--- config.mk ---
export PLATFORM = sky130hd
export DESIGN_NAME = rob_recovery_ctrl
export DESIGN_NICKNAME = d
export VERILOG_FILES = /design/src/rtl/rob_recovery_ctrl_pkg.sv /design/src/rtl/rob_recovery_ctrl.sv
export SDC_FILE = /design/constraint.sdc
export NUM_CORES = 1
export LEC_CHECK = 0
export ABC_AREA = 1
export ABC_CLOCK_PERIOD_IN_PS = 2500
export CAP_MARGIN = 20
export CORE_MARGIN = 3
export CORE_UTILIZATION = 38
export DETAILED_ROUTE_END_ITERATION = 8
export GPL_TIMING_DRIVEN = 0
export PLACE_DENSITY = 0.91
export SETUP_SLACK_MARGIN = 0.02
export SLEW_MARGIN = 10
export SYNTH_ARGS = -nofsm -noshare
export SYNTH_HDL_FRONTEND = slang
export SYNTH_SLANG_ARGS = --single-unit
export TNS_END_PERCENT = 20
--- constraint.sdc ---
create_clock -name clock -period 2.5 [get_ports clock]
set_input_delay 0.75 -clock clock [delete_from_list [all_inputs] [get_ports clock]]
set_output_delay 0.75 -clock clock [all_outputs]
set_load 0.005 [all_outputs]
--- src/rtl/rob_recovery_ctrl_pkg.sv ---
// Shared types and constants for ROB mispredict recovery: state encoding,
// walk broadcast bundle, ROB-facing bundle and ring-distance helper.
package rob_recovery_ctrl_pkg;

    localparam int NUM_ROB   = 32;
    localparam int NUM_SUPER = 2;
    localparam int NUM_PR    = 64;
    localparam int ROB_IDX_W = $clog2(NUM_ROB);
    localparam int PR_W      = $clog2(NUM_PR);
    localparam int ARCH_W    = 5;
    localparam int CNT_W     = ROB_IDX_W + 1;

    localparam logic [ARCH_W-1:0] ZERO_REG = 5'd31;

    typedef enum logic [1:0] {
        IDLE,
        WALK,
        DONE
    } ROB_RECOV_STATE_t;

    // Per-slot squashed entry broadcast; slot 0 is the newer entry.
    typedef struct packed {
        logic [NUM_SUPER-1:0]             valid;
        logic [NUM_SUPER-1:0]             free;
        logic [NUM_SUPER-1:0][PR_W-1:0]   T_idx;
        logic [NUM_SUPER-1:0][PR_W-1:0]   Told_idx;
        logic [NUM_SUPER-1:0][ARCH_W-1:0] dest_idx;
    } ROB_WALK_OUT_t;

    typedef struct packed {
        logic [NUM_SUPER-1:0][ROB_IDX_W-1:0] rd_idx;
        logic                                tail_restore_valid;
        logic [ROB_IDX_W-1:0]                tail_restore_idx;
    } ROB_RECOV_ROB_OUT_t;

    // Number of entries from idx up to (not including) tail on the ring.
    function automatic logic [CNT_W-1:0] rob_dist(input logic [ROB_IDX_W-1:0] tail,
                                                  input logic [ROB_IDX_W-1:0] idx);
        logic [ROB_IDX_W-1:0] d;
        d = tail - idx;
        return {1'b0, d};
    endfunction

endpackage

--- src/rtl/rob_recovery_ctrl.sv ---
// Walks squashed ROB entries newest-first, two per cycle, broadcasting them to
// the map table and free list, then pulses a tail restore back to the ROB.
module rob_recovery_ctrl
    import rob_recovery_ctrl_pkg::*;
(
    input  logic                                 clock,
    input  logic                                 reset,
    input  logic                                 en,
    input  logic                                 rollback_en,
    input  logic [ROB_IDX_W-1:0]                 rollback_idx,
    input  logic [ROB_IDX_W-1:0]                 rob_tail,
    output logic                                 rollback_ready,
    output logic [NUM_SUPER-1:0][ROB_IDX_W-1:0]  rd_idx,
    input  logic [NUM_SUPER-1:0]                 rd_valid,
    input  logic [NUM_SUPER-1:0][PR_W-1:0]       rd_T_idx,
    input  logic [NUM_SUPER-1:0][PR_W-1:0]       rd_Told_idx,
    input  logic [NUM_SUPER-1:0][ARCH_W-1:0]     rd_dest_idx,
    output logic [NUM_SUPER-1:0]                 walk_valid,
    output logic [NUM_SUPER-1:0][PR_W-1:0]       walk_T_idx,
    output logic [NUM_SUPER-1:0][PR_W-1:0]       walk_Told_idx,
    output logic [NUM_SUPER-1:0][ARCH_W-1:0]     walk_dest_idx,
    output logic [NUM_SUPER-1:0]                 walk_free,
    output logic                                 stall_dispatch,
    output logic                                 tail_restore_valid,
    output logic [ROB_IDX_W-1:0]                 tail_restore_idx,
    output logic                                 walk_err
);

    localparam logic [ROB_IDX_W-1:0] IDX_ONE = 1;
    localparam logic [ROB_IDX_W-1:0] IDX_TWO = 2;
    localparam logic [CNT_W-1:0]     CNT_TWO = 2;

    ROB_RECOV_STATE_t     state_q, state_d;
    logic [ROB_IDX_W-1:0] ptr_q, ptr_d;
    logic [CNT_W-1:0]     count_q, count_d;
    logic [ROB_IDX_W-1:0] stop_idx_q, stop_idx_d;
    logic                 walk_err_q, walk_err_d;

    logic                 accept;
    logic [CNT_W-1:0]     take;
    ROB_WALK_OUT_t        walk;
    ROB_RECOV_ROB_OUT_t   rob_out;

    always_comb begin
        state_d    = state_q;
        ptr_d      = ptr_q;
        count_d    = count_q;
        stop_idx_d = stop_idx_q;
        walk_err_d = walk_err_q;
        walk       = '0;
        rob_out    = '0;
        take       = '0;
        accept     = rollback_en & (state_q == IDLE) & en;

        case (state_q)
            IDLE: begin
                if (accept) begin
                    stop_idx_d = rollback_idx;
                    ptr_d      = rob_tail - IDX_ONE;
                    count_d    = rob_dist(rob_tail, rollback_idx);
                    state_d    = (count_d == '0) ? DONE : WALK;
                end
            end
            WALK: begin
                rob_out.rd_idx[0] = ptr_q;
                rob_out.rd_idx[1] = ptr_q - IDX_ONE;
                for (int s = 0; s < NUM_SUPER; s++) begin
                    walk.valid[s]    = count_q > CNT_W'(s);
                    walk.T_idx[s]    = rd_T_idx[s];
                    walk.Told_idx[s] = rd_Told_idx[s];
                    walk.dest_idx[s] = rd_dest_idx[s];
                    walk.free[s]     = walk.valid[s] & (rd_dest_idx[s] != ZERO_REG);
                    // A hole in the squashed range is flagged but the entry is still broadcast.
                    if (en && walk.valid[s] && !rd_valid[s]) begin
                        walk_err_d = 1'b1;
                    end
                end
                take = (count_q >= CNT_TWO) ? CNT_TWO : count_q;
                if (en) begin
                    ptr_d   = ptr_q - IDX_TWO;
                    count_d = count_q - take;
                    if (count_d == '0) begin
                        state_d = DONE;
                    end
                end
            end
            DONE: begin
                rob_out.tail_restore_valid = 1'b1;
                rob_out.tail_restore_idx   = stop_idx_q;
                if (en) begin
                    state_d = IDLE;
                end
            end
            default: state_d = IDLE;
        endcase
    end

    always_ff @(posedge clock) begin
        if (reset) begin
            state_q    <= IDLE;
            ptr_q      <= '0;
            count_q    <= '0;
            stop_idx_q <= '0;
            walk_err_q <= 1'b0;
        end else begin
            state_q    <= state_d;
            ptr_q      <= ptr_d;
            count_q    <= count_d;
            stop_idx_q <= stop_idx_d;
            walk_err_q <= walk_err_d;
        end
    end

    assign rollback_ready     = (state_q == IDLE);
    assign stall_dispatch     = (state_q != IDLE) | (rollback_en & rollback_ready);
    assign rd_idx             = rob_out.rd_idx;
    assign tail_restore_valid = rob_out.tail_restore_valid;
    assign tail_restore_idx   = rob_out.tail_restore_idx;
    assign walk_valid         = walk.valid;
    assign walk_free          = walk.free;
    assign walk_T_idx         = walk.T_idx;
    assign walk_Told_idx      = walk.Told_idx;
    assign walk_dest_idx      = walk.dest_idx;
    assign walk_err           = walk_err_q;

endmodule

==> run_results.csv <==
group,metric,value,unit
pwr,leakagePower,1.638,nW
final_layout,fillers,407,
floorplan,start_util,0.3977,
drt,avgRoutedWirePerCell,12.11,um
drt,wl_met1,2258,um
synthesis,syn_inst,302,
synthesis,yosysTopAreaCellShare,0.2167,
synthesis,synth_area_leaders,"dfxtp_1 (22%), inv_1 (15%), nor2_1 (12%), nand2_1 (9.2%), a21oi_1 (6.8%)",
synthesis,syn_nets,362,
setup_path,cp_slowest_cell,"clkdlybuf4s50_1",
timing,final-hold-violation-count,0,
grt,grt_max_degree,12,
pwr,p_clk_frac,0.107,
clocking,clock-root-buffer,"clkbuf_8",
grt,grt_pass1_wl,8763,um
synthesis,yosysSeqAreaShare,0.2167,
floorplan,core,4414,sq um
timing,setup_slack,0.07909,ns
run_status,status,"complete, no violations",
final_layout,syn2layout_area_growth,66.14,%
clocking,cts_sinks,19,
flow_run,cap_violations,0,
synthesis,synth_edf_count,0,
pwr,p_sw_frac,0.4558,
drt,wl,5620,um
timing,tns,0,ns
timing,maxSlewViolCount,0,
pwr,power.net_switching,0.9842,mW
floorplan,pin_count,107,
place,place_ws,-0.3459,ns
synthesis,synth_ff_type,"dfxtp_1",
grt,antenna_found_initial,0,
timing,finClkSkew,0.005184,ns
synthesis,synth-seq-cells,19,
min_path,hold_path.class,"reg -> reg",
setup_path,setup.worst_path.class,"in -> out",
pwr,pwr-share-comb,0.686,
clocking,insertion_delay,0.27,ns
synthesis,syn_area,1755,sq um
final_layout,final_cell_mix,"inv_1 (65), nor2_1 (56), clkdlybuf4s50_1 (55)",
drt,top_layer_used,"met4",
floorplan,chipWidth,73.97,um
final_layout,final_common_cell,"inv_1",
setup_path,critPathMaxStageDelay,0.45,ns
synthesis,synth_cell_types,33,
drt,post-route-drc-count,0,
clocking,htreeDepth,1,
setup_path,cp_num_buf_inv,3,
place,hpwl,4541,um
setup_path,ff2ff_setup_slack,0.70,ns
pwr,cellPowerDensity,740.3,nW/um^2
drt,wl_met2,2710,um
drt,vias,2223,
final_layout,final_cell_area,2917,sq um
place,postPlaceCellArea,2882,sq um
clocking,numCtsBuffers,3,
grt,grt-ovfl-total,0,
floorplan,rows,24,
setup_path,timing.critical_path.fanout_max,2,
clocking,hold_buffers,0,
timing,min_period,2.421,ns
place,portBuffers,106,
clocking,cts_tree,"yes",
timing,rsz0062_at_grt,"no",
synthesis,async_flop_share,0,
setup_path,cp-start-kind,"input pin",
final_layout,final_nets,473,
pwr,total_power,2.159,mW
drt,firstDrtPassIters,4,
place,place_congestion,0.9710,
setup_path,cp-end-kind,"output pin",
timing,finalSetupViolations,0,
timing,fmax,413.1,MHz
pwr,peakVddDrop,568.3,uV
clocking,clk_pin_slew_worst_paths,0.08,ns
setup_path,worst_path_dominant_cell_family,"buffers and inverters",
drt,ant_nets,0,
final_layout,diodes,0,
floorplan,die_area,5471,sq um
clocking,clock_path_buffers,2,
synthesis,syn_avg_cell_area,5.813,sq um
floorplan,die_h,73.97,um
final_layout,drive_gt1_frac,0.09951,
timing,fin_crit_sh,0.9684,
drt,drt_iter0_markers,98,
grt,grt_pass1_vias,2083,
synthesis,ys_warn_count,0,
drt,drt-vias-per-instance,4.791,
setup_path,crit_chain,"clkdlybuf4s50_1 -> inv_1 -> nor3_2 -> a31oi_1 -> buf_2",
setup_path,cp.arrival,1.67,ns
drt,wl_met3,530,um
synthesis,synth_area_leader_cell,"dfxtp_1",
clocking,post_cts_buffers,0,
pwr,seqPwrFrac,0.207,
pwr,cellInternalPower,1.175,mW
setup_path,cp_data_required_time,1.75,ns
grt,track_usage,0.1981,
## registers in the layout, summed over array words and instances, names as in the netlist
register    cells
count_q         6
state_q         2
ptr_q           5
stop_idx_q      5
walk_err        1
## cell families after synthesis
logic type | share of synthesized area
simple gates | 0.3215
buf+inv | 0.2038
compound gates | 0.1654
flops | 0.2167
fa+ha+maj | 0.07555
xor+xnor | 0.01497
other cells | 0.002136
## per-layer routing
metal	GRT usage	up-vias
met3	0.03378	11
li1	-	1144
met2	0.3573	95
met1	0.2322	973
met4	0.07646	0
met5	0	-
## synth_stat cells, types with 2 or more instances
library cell / instances
inv_1: 71
nand3_1: 17
o21ai_0: 16
dfxtp_1: 19
nor2_1: 57
buf_2: 5
a21oi_1: 24
o21ai_1: 4
xor2_1: 2
inv_2: 3
nor3_1: 3
a31oi_1: 5
ha_1: 9
nand2_1: 43
buf_6: 4
nand3b_1: 3
## power by group through the flow
stage	Clock [mW]	Sequential [mW]	Combinational [mW]
floorplan	0	0.434	0.867
global placement	0	0.444	1.57
detailed placement	0	0.447	1.60
CTS	0.237	0.445	1.48
global route	0.246	0.455	1.67
finish	0.230	0.447	1.48
## worst paths after layout
kind | startpoint | to | cells after the start
min reg2reg | stop_idx_q[2] | stop_idx_q[2] | 2
max reg2reg | count_q[2] | state_q[0] | 12
min | stop_idx_q[2] | stop_idx_q[2] | 2
max | rd_dest_idx[9] | walk_free[1] | 5
## metrics by stage
step / cells / hold WS (ns) / util
after global placement: 460 / 0.4413 / 0.6528
after floorplan: 302 / 0.4301 / -
after CTS: 464 / 0.4569 / 0.6550
after detailed placement: 460 / 0.4457 / 0.6528
final: 464 / 0.4581 / 0.6607
after global routing: 464 / 0.4812 / 0.6607
## tightest hold or removal path, delay by kind of cell (launching register included)
kind | cells | cell delay (ns)
compound gates | 1 | 0.05
buf+inv | 1 | 0.06
flops | 1 | 0.30
## timing repair
item                                    CTS  global route
pin swaps                                 4             2
resized for setup                        63            14
endpoints found under the setup margin   48             4
## area by class of cell
cell class	instances	area [sq um]	area share
buffer	10	83.83	0.02874
clock buffer	3	41.29	0.01416
inverter	75	284.0	0.09738
tap	52	65.06	0.02231
timing repair buffer	106	1001	0.3432
multi-input combinational	198	1054	0.3612
sequential	19	382.9	0.1313
clock inverter	1	5.005	0.001716
Note: power is estimated with default switching activity, not from simulation.
